[src/rtl/seq_adder_pkg.sv]
// Shared types and constants for the sequential adder/subtractor block.
package seq_adder_pkg;

  typedef enum logic [1:0] {
    S_A   = 2'd0,
    S_B   = 2'd1,
    S_RES = 2'd2
  } state_t;

  localparam logic [1:0] MODE_ADD = 2'b00;
  localparam logic [1:0] MODE_SUB = 2'b01;
  localparam logic [1:0] MODE_ACC = 2'b10;

  // Active-low segments, bit order g..a = [6:0]
  localparam logic [6:0] SEG_BLANK = 7'b1111111;

  // Entry n holds the glyph for hex digit n (listed F down to 0)
  localparam logic [15:0][6:0] SEG_TABLE = {
    7'b0001110, 7'b0000110, 7'b0100001, 7'b1000110,
    7'b0000011, 7'b0001000, 7'b0010000, 7'b0000000,
    7'b1111000, 7'b0000010, 7'b0010010, 7'b0011001,
    7'b0110000, 7'b0100100, 7'b1111001, 7'b1000000
  };

endpackage

[src/rtl/seven_seg_hex.sv]
// One hex nibble to one active-low seven-segment digit.
module seven_seg_hex
  import seq_adder_pkg::*;
(
  input  logic [3:0] nibble,
  output logic [6:0] seg
);

  assign seg = SEG_TABLE[nibble];

endmodule

[src/rtl/seq_adder_sub.sv]
// Switch-entry adder/subtractor/accumulator with debounced enter key,
// carry/borrow and signed-overflow flags, and seven-segment displays.
module seq_adder_sub
  import seq_adder_pkg::*;
#(
  parameter int W = 8,
  parameter int DB_CYCLES = 500000,
  localparam int DIGITS = (W + 3) / 4
) (
  input  logic                  CLOCK_50,
  input  logic                  KEY0,
  input  logic                  KEY1,
  input  logic [W-1:0]          SW,
  input  logic [1:0]            MODE,
  output logic [3:0]            LEDR,
  output logic [7*DIGITS-1:0]   HEX_A,
  output logic [7*DIGITS-1:0]   HEX_B,
  output logic [7*DIGITS-1:0]   HEX_S
);

  localparam int PADW = 4 * DIGITS;
  localparam int CW = $clog2(DB_CYCLES + 1);
  localparam logic [CW-1:0] DB_LAST = CW'(DB_CYCLES - 1);

  logic          key_meta;
  logic          key_sync;
  logic          key_level;
  logic [CW-1:0] db_cnt;
  logic          press;

  state_t        state;
  logic [W-1:0]  a_reg;
  logic [W-1:0]  b_reg;
  logic [W-1:0]  s_reg;
  logic          carry;
  logic          ovf;

  logic          acc_mode;
  logic          do_sub;
  logic [W-1:0]  op_x;
  logic [W-1:0]  op_y;
  logic [W:0]    result;
  logic          res_carry;
  logic          res_ovf;

  // Two-flop synchroniser for the asynchronous pushbutton; idles released (high)
  always_ff @(posedge CLOCK_50 or negedge KEY0) begin
    if (!KEY0) begin
      key_meta <= 1'b1;
      key_sync <= 1'b1;
    end else begin
      key_meta <= KEY1;
      key_sync <= key_meta;
    end
  end

  // Accept a new level after DB_CYCLES consecutive differing samples; pulse once on press
  always_ff @(posedge CLOCK_50 or negedge KEY0) begin
    if (!KEY0) begin
      key_level <= 1'b1;
      db_cnt    <= '0;
      press     <= 1'b0;
    end else begin
      press <= 1'b0;
      if (key_sync == key_level) begin
        db_cnt <= '0;
      end else if (db_cnt == DB_LAST) begin
        key_level <= key_sync;
        db_cnt    <= '0;
        press     <= ~key_sync;
      end else begin
        db_cnt <= db_cnt + 1'b1;
      end
    end
  end

  // Operand selection and W+1-bit arithmetic with carry/borrow and signed overflow
  always_comb begin
    acc_mode  = (MODE == MODE_ACC);
    do_sub    = (MODE == MODE_SUB);
    op_x      = acc_mode ? s_reg : a_reg;
    op_y      = SW;
    result    = do_sub ? ({1'b0, op_x} - {1'b0, op_y})
                       : ({1'b0, op_x} + {1'b0, op_y});
    res_carry = result[W];
    if (do_sub) begin
      res_ovf = (op_x[W-1] != op_y[W-1]) && (result[W-1] != op_x[W-1]);
    end else begin
      res_ovf = (op_x[W-1] == op_y[W-1]) && (result[W-1] != op_x[W-1]);
    end
  end

  // Entry state machine and operand/result registers, advanced only by press
  always_ff @(posedge CLOCK_50 or negedge KEY0) begin
    if (!KEY0) begin
      state <= S_A;
      a_reg <= '0;
      b_reg <= '0;
      s_reg <= '0;
      carry <= 1'b0;
      ovf   <= 1'b0;
    end else if (press) begin
      if (acc_mode) begin
        a_reg <= s_reg;
        b_reg <= SW;
        s_reg <= result[W-1:0];
        carry <= res_carry;
        ovf   <= res_ovf;
        state <= S_RES;
      end else begin
        case (state)
          S_A: begin
            a_reg <= SW;
            state <= S_B;
          end
          S_B: begin
            b_reg <= SW;
            s_reg <= result[W-1:0];
            carry <= res_carry;
            ovf   <= res_ovf;
            state <= S_RES;
          end
          default: begin
            a_reg <= SW;
            b_reg <= '0;
            s_reg <= '0;
            carry <= 1'b0;
            ovf   <= 1'b0;
            state <= S_B;
          end
        endcase
      end
    end
  end

  assign LEDR = {state == S_B, state == S_A, ovf, carry};

  logic [PADW-1:0] a_pad;
  logic [PADW-1:0] b_pad;
  logic [PADW-1:0] s_pad;

  assign a_pad = PADW'(a_reg);
  assign b_pad = PADW'(b_reg);
  assign s_pad = PADW'(s_reg);

  for (genvar d = 0; d < DIGITS; d++) begin : g_digit
    seven_seg_hex u_hex_a (.nibble(a_pad[4*d +: 4]), .seg(HEX_A[7*d +: 7]));
    seven_seg_hex u_hex_b (.nibble(b_pad[4*d +: 4]), .seg(HEX_B[7*d +: 7]));
    seven_seg_hex u_hex_s (.nibble(s_pad[4*d +: 4]), .seg(HEX_S[7*d +: 7]));
  end

endmodule

[config.mk]
export PLATFORM = sky130hd
export DESIGN_NAME = seq_adder_sub
export DESIGN_NICKNAME = d
export VERILOG_FILES = /design/src/rtl/seq_adder_pkg.sv /design/src/rtl/seven_seg_hex.sv /design/src/rtl/seq_adder_sub.sv
export SDC_FILE = /design/constraint.sdc
export NUM_CORES = 1
export LEC_CHECK = 0
export ABC_AREA = 1
export CAP_MARGIN = 20
export CORE_MARGIN = 1
export CORE_UTILIZATION = 46
export DETAILED_ROUTE_END_ITERATION = 7
export HOLD_SLACK_MARGIN = 0.05
export PLACE_DENSITY = 0.7
export RECOVER_POWER = 100
export REMOVE_ABC_BUFFERS = 1
export SLEW_MARGIN = 25
export SYNTH_ARGS = -nofsm -noshare
export SYNTH_HDL_FRONTEND = slang
export SYNTH_SLANG_ARGS = --single-unit
[constraint.sdc]
create_clock -name CLOCK_50 -period 4.66 [get_ports CLOCK_50]
set_input_delay 0.932 -clock CLOCK_50 [delete_from_list [all_inputs] [get_ports CLOCK_50]]
set_output_delay 0.932 -clock CLOCK_50 [all_outputs]
set_load 0.01 [all_outputs]
==> metrics.cfg, run 1 <==
[synthesis]
postSynthAreaPerCell_um2 = 6.96
synth_area_mm2 = 0.00437
synth_flop_cell = dfrtp_1
synth_area_leaders = dfrtp_1 27%, ha_1 13%, nand2_1 11%
yosys_register_bits = 51
seq_area_frac_synth = 0.293
async_flop_share = 1.00
synth-edff-count = 0
ys_types = 41
yosysMostFrequentCell = nand2_1
synth_top_area_share = 0.275
yosysTopAreaCell = dfrtp_1
synth_commonest_cells = 126 x nand2_1, 85 x inv_1, 71 x nor2_1
yosys_warnings = 0
syn_inst = 628

[global_route]
antenna_found_initial = 0
grt_use_total = 0.205
grt_pass1_wl_mm = 16.7
grt_max_degree = 52
overflow = 0
grt_pass1_vias = 3835

[final_layout]
area_growth_pct = 16.1
nets = 737
postLayoutCoreUtil = 0.549
stdcell_area_mm2 = 0.00507
insertedDiodeCount = 0
layout.cells.non_filler = 807
drive_above_1_share = 0.0295

[sta]
fmax_ghz = 0.304
fin_worst_skew_ns = 0.0119
max_slew_margin = -0.774
maxSlewViolCount = 69
rsz0062_at_grt = no
setup_violations = 0
worstMarginPinSlew_ns = 2.66
finalHoldViolCount = 0
fin_crit_ns = 3.29
post-route-period-util = 0.706
finalSetupTns_ns = 0

[floorplanning]
dieArea_mm2 = 0.00989
ioPinCount = 59
die_w_um = 99.4
start_util = 0.473
fp-row-count = 35
die_h_um = 99.4
coreArea_mm2 = 0.00924

[route]
wl_per_cell_um = 12.3
totalWireLength_mm = 9.92
drc = 0
drtPass1Iterations = 5
viasPerCell = 5.22
drt_iter0_markers = 207
postRouteAntennaNets = 0
num_vias = 4212

[clock_tree]
cts_resized = 0
insertion_delay_ns = 0.31
cts.sinks = 51
clockBufferDepth = 2
numCtsBuffers = 5
cts.hold.buffers_added = 0
clkTransAtPathRegs_ns = 0.09
tritoncts = built
cts-root-buf = clkbuf_8
htreeDepth = 2
cts_setup_buffers = 0

[power_and_ir_drop]
seqPwrFrac = 0.516
fin_total_pwr_uw = 886
swShare = 0.301
p_sw_uw = 267
p_int_uw = 619
peakVddDrop_v = 0.000145
p_clk_frac = 0.294
combPwrFrac = 0.190
power_density_mw_per_mm2 = 175
p_leak_nw = 2.50

[setup_path]
crit_path_frequent_cell = nand2_1
cp_data_arrival_time_ns = 3.49
worstSetupPathType = primary input to register
critical_path.max_stage_delay_ns = 0.57
worstPathCellList = dlygate4sd3_1 -> inv_1 -> ha_1 -> nand3_1 -> nor2_1 -> nand2_1 -> nand2_1 -> xor2_1 -> inv_1 -> ha_1 -> nand2_1 -> inv_1 -> a21oi_1 -> nand2_1 -> nand2_1 -> nand3b_1 -> nand3_1 -> nand2_1
cp-end-kind = register
cp-start-kind = primary input
cp_max_fo = 4
worst-endpoint-required_ns = 4.86
cpMaxStageDelayCell = dlygate4sd3_1

[placed_design]
portBuffers = 58
dp_cells = 799
place_congestion = 0.908
place_hpwl_mm = 7.67
placed_area_mm2 = 0.00502

[flow_run]
drv_cap = 2

[status]
outcome = finished, violations left
violations = max-capacitance violations, max-slew violations

[min_path]
hp-class = register to register

final timing paths:
kind                       startpoint    endpoint  slack, ns  cells past startpoint
max in group asynchronous        KEY0         ovf       1.60                      2
setup / recovery                SW[0]         ovf       1.37                     18
hold reg to reg              key_meta    key_sync       0.37                      0
hold / removal               key_meta    key_sync       0.37                      0
setup reg to reg             a_pad[6]         ovf       2.45                     11
min in group asynchronous        KEY0  db_cnt[13]       1.55                      2
stage by stage:
stage / hold WS, ns / setup slack, ns
6_report: 0.368 / 1.37
5_1_grt: 0.373 / 0.920
4_1_cts: 0.361 / 1.49
3_5_place_dp: 0.347 / 1.17
3_3_place_gp: 0.346 / 1.22
2_1_floorplan: 0.345 / 1.89
cell usage in the layout (no fill, tap or decap), types with 2 or more instances in the layout:
| cell | netlist | routed |
|---|---|---|
| dlygate4sd3_1 | 0 | 49 |
| nand3b_1 | 2 | 2 |
| o21bai_1 | 2 | 2 |
| xor2_1 | 16 | 16 |
| o31ai_1 | 5 | 5 |
| nor3_1 | 7 | 9 |
| o22ai_1 | 11 | 11 |
| clkinv_1 | 3 | 4 |
| nand3_1 | 41 | 41 |
| inv_1 | 85 | 87 |
| dfstp_2 | 3 | 2 |
| ha_1 | 46 | 46 |
| clkdlybuf4s50_1 | 0 | 8 |
| o21ai_0 | 54 | 55 |
| nor2_1 | 71 | 75 |
| a32oi_1 | 2 | 2 |
| o21ai_1 | 2 | 2 |
| nand4_1 | 8 | 8 |
| dfrtp_1 | 48 | 48 |
| nand2_2 | 5 | 3 |
| nand2_1 | 126 | 128 |
| o211ai_1 | 3 | 3 |
| a21oi_1 | 48 | 48 |
| clkbuf_8 | 0 | 5 |
| clkinv_2 | 0 | 2 |
state kept, by name, indices dropped and copies added, names as in the netlist, 2 cells and up:
signal	count
s_pad	8
b_pad	8
a_pad	8
db_cnt	19
state	2
power by group through the flow:
stage          registers (mW)  logic, mW  clock network (mW)
3_5_place_dp            0.466      0.172                   0
4_1_cts                 0.457      0.173               0.271
3_3_place_gp            0.466      0.170                   0
6_report                0.457      0.168               0.261
2_1_floorplan           0.463      0.111                   0
5_1_grt                 0.458      0.192               0.283
final cells by class:
type / instances / area, um2
Clock buffer: 5 / 68.8
Clock inverter: 3 / 18.8
Fill cell: 892 / 4170
Inverter: 92 / 345
Multi-Input combinational cell: 468 / 2620
Sequential cell: 51 / 1280
Tap cell: 129 / 161
Timing Repair Buffer: 59 / 579
per-layer routing:
layer / GRT usage / vias up / share of wire
met1: 0.248 / 1928 / 0.45
met5: 0 / - / 0
met2: 0.372 / 111 / 0.49
met4: 0.0769 / 0 / 0.026
met3: 0.0246 / 28 / 0.035
li1: - / 2145 / -
critical path, delay by kind of cell:
family	cells	cell delay, ns
AND/OR/NAND/NOR	10	0.86
AO/OA/AOI/OAI	1	0.21
buffers and inverters	4	0.81
adder cells (fa/ha/maj)	2	0.51
XOR/XNOR	1	0.15
kinds of logic (layout without fill, tap and decap cells):
family          count (synthesis)  count (layout)  share of synthesized area
compound gates                133             133                      0.169
xor+xnor                       17              17                     0.0341
fa+ha+maj                      47              47                      0.136
buf+inv                       109             159                      0.100
flops                          51              51                      0.293
simple gates                  271             271                      0.268
Note: power is estimated with default switching activity, not from simulation.
==> run 2, diff against run 1 <==
==> constraint.sdc (replaced) <==
create_clock -name CLOCK_50 -period 3.4 [get_ports CLOCK_50]
set_input_delay 0.68 -clock CLOCK_50 [delete_from_list [all_inputs] [get_ports CLOCK_50]]
set_output_delay 0.68 -clock CLOCK_50 [all_outputs]
set_load 0.01 [all_outputs]
==> metrics.cfg, run 2 (same netlist as run 1, synthesis figures left out) <==
[status]
outcome = finished, violations left
violations = max-capacitance violations, max-slew violations

[clock_tree]
cts.sinks = 51
cts.hold.buffers_added = 0
numCtsBuffers = 5
clkTransAtPathRegs_ns = 0.10
tritoncts = built
cts_setup_buffers = 0
cts-root-buf = clkbuf_8
insertion_delay_ns = 0.31
htreeDepth = 2
clockBufferDepth = 2
cts_resized = 0

[sta]
finalHoldViolCount = 0
post-route-period-util = 0.893
max_slew_margin = -0.108
fmax_ghz = 0.330
finalSetupTns_ns = 0
hold_slack_ns = 0.366
fin_worst_skew_ns = 0.00827
worstMarginPinSlew_ns = 1.66
rsz0062_at_grt = no
fin_crit_ns = 3.03
maxSlewViolCount = 51
setup_violations = 0

[final_layout]
area_growth_pct = 16.3
top_register = db_cnt
layout_commonest_cell = nand2_1
nets = 737
largest_reg_flops = 19
final_cell_mix = 127 x nand2_1, 87 x inv_1, 74 x nor2_1
insertedDiodeCount = 0
drive_above_1_share = 0.0324

[floorplanning]
die_h_um = 99.4
fp-row-count = 35
coreArea_mm2 = 0.00924
ioPinCount = 59
dieArea_mm2 = 0.00989
start_util = 0.473
die_w_um = 99.4

[global_route]
antenna_found_initial = 0
grt_pass1_vias = 3853
grt_max_degree = 34
grt_use_total = 0.207
overflow = 0
grt_pass1_wl_mm = 16.8

[route]
drt_iter0_markers = 145
totalWireLength_mm = 9.89
drtPass1Iterations = 4
wl_per_cell_um = 12.3
num_vias = 4147
drc = 0
postRouteAntennaNets = 0
viasPerCell = 5.14

[flow_run]
drv_cap = 2

[placed_design]
place_congestion = 0.902
place_hpwl_mm = 7.73
portBuffers = 58

[setup_path]
cp-start-kind = primary input
cp_max_fo = 26
cp-end-kind = register
worstSetupPathType = primary input to register
cp_data_arrival_time_ns = 3.22
worst-endpoint-required_ns = 3.58

[min_path]
hp-class = register to register

[power_and_ir_drop]
peakVddDrop_v = 0.000154
power_density_mw_per_mm2 = 238
p_leak_nw = 2.49

## run 2: changes by cell type in the layout (fill, tap and decap cells not counted)
cell,change
buf_2,-1
clkbuf_1,+1
clkinv_2,-1
clkinvlp_4,+2
inv_6,-1
nand2_1,-1
nand2_2,+1
nor2_1,-1
nor2_2,+1
nor3_1,-1
nor3_2,+1
## run 2: worst paths after layout
| path | from | cells past startpoint | slack [ns] | endpoint |
|---|---|---|---|---|
| worst max-delay path | MODE[0] | 15 | 0.37 | s_pad[6] |
| worst min-delay path | key_meta | 0 | 0.37 | key_sync |
| worst max register to register | a_pad[6] | 11 | 1.15 | ovf |
| worst min register to register | key_meta | 0 | 0.37 | key_sync |
| max in group asynchronous | KEY0 | 2 | 1.01 | a_pad[5] |
| min in group asynchronous | KEY0 | 1 | 0.79 | db_cnt[0] |
## run 2: area by class of cell
type                    instances  area (um2)
multi-input cells             468        2630
well taps                     129         161
repair buffers                 59         578
inverters                      92         345
fillers                       903        4160
clock buffers                   5        68.8
clock inverters                 3        20.0
flip-flops and latches         51        1280
## run 2: per-layer routing
| metal | GRT usage | part of all wire | up-vias |
|---|---|---|---|
| met5 | 0 | 0 | - |
| met4 | 0.0464 | 0.0098 | 0 |
| met3 | 0.0274 | 0.031 | 13 |
| met2 | 0.381 | 0.50 | 87 |
| met1 | 0.257 | 0.46 | 1906 |
| li1 | - | - | 2141 |
## run 2: per-stage QoR
stage / total power, mW / worst slack [ns] / cell area (um2) / utilization / instances
global placement: 0.873 / 0.202 / 5020 / 0.543 / 799
CTS: 1.23 / 0.464 / 5110 / 0.553 / 807
global route: 1.28 / 0.101 / 5080 / 0.550 / 807
detailed placement: 0.875 / 0.129 / 5020 / 0.543 / 799
finish: 1.21 / 0.365 / 5080 / 0.550 / 807
floorplan: 0.787 / 0.886 / 4280 / - / 611
## run 2: worst max-delay path, stage by stage
cell and delay (ns):
dlygate4sd3_1 0.60, nor2_4 0.40, nand2_1 0.13, o21ai_0 0.10, inv_1 0.06, ha_1 0.20, fa_1 0.40, inv_1 0.07
nand3_1 0.06, nand2_1 0.12, a21oi_1 0.11, nor2_1 0.09, nor2_1 0.04, nand2_1 0.08, o21ai_0 0.07
## run 2: where the power goes
part           leakage (nW)  internal [mW]  switching [mW]
Combinational          1.80         0.0891           0.140
Sequential            0.645          0.614          0.0124
Clock                0.0402          0.144           0.212
==> run 3, diff against run 2 <==
--- a/config.mk
+++ b/config.mk
@@ -6,7 +6,6 @@
 export NUM_CORES = 1
 export LEC_CHECK = 0
 export ABC_AREA = 1
-export CAP_MARGIN = 20
 export CORE_MARGIN = 1
 export CORE_UTILIZATION = 46
 export DETAILED_ROUTE_END_ITERATION = 7
==> results of run 3 <==
The final DEF is identical to that of run 2; final timing and power are the same.
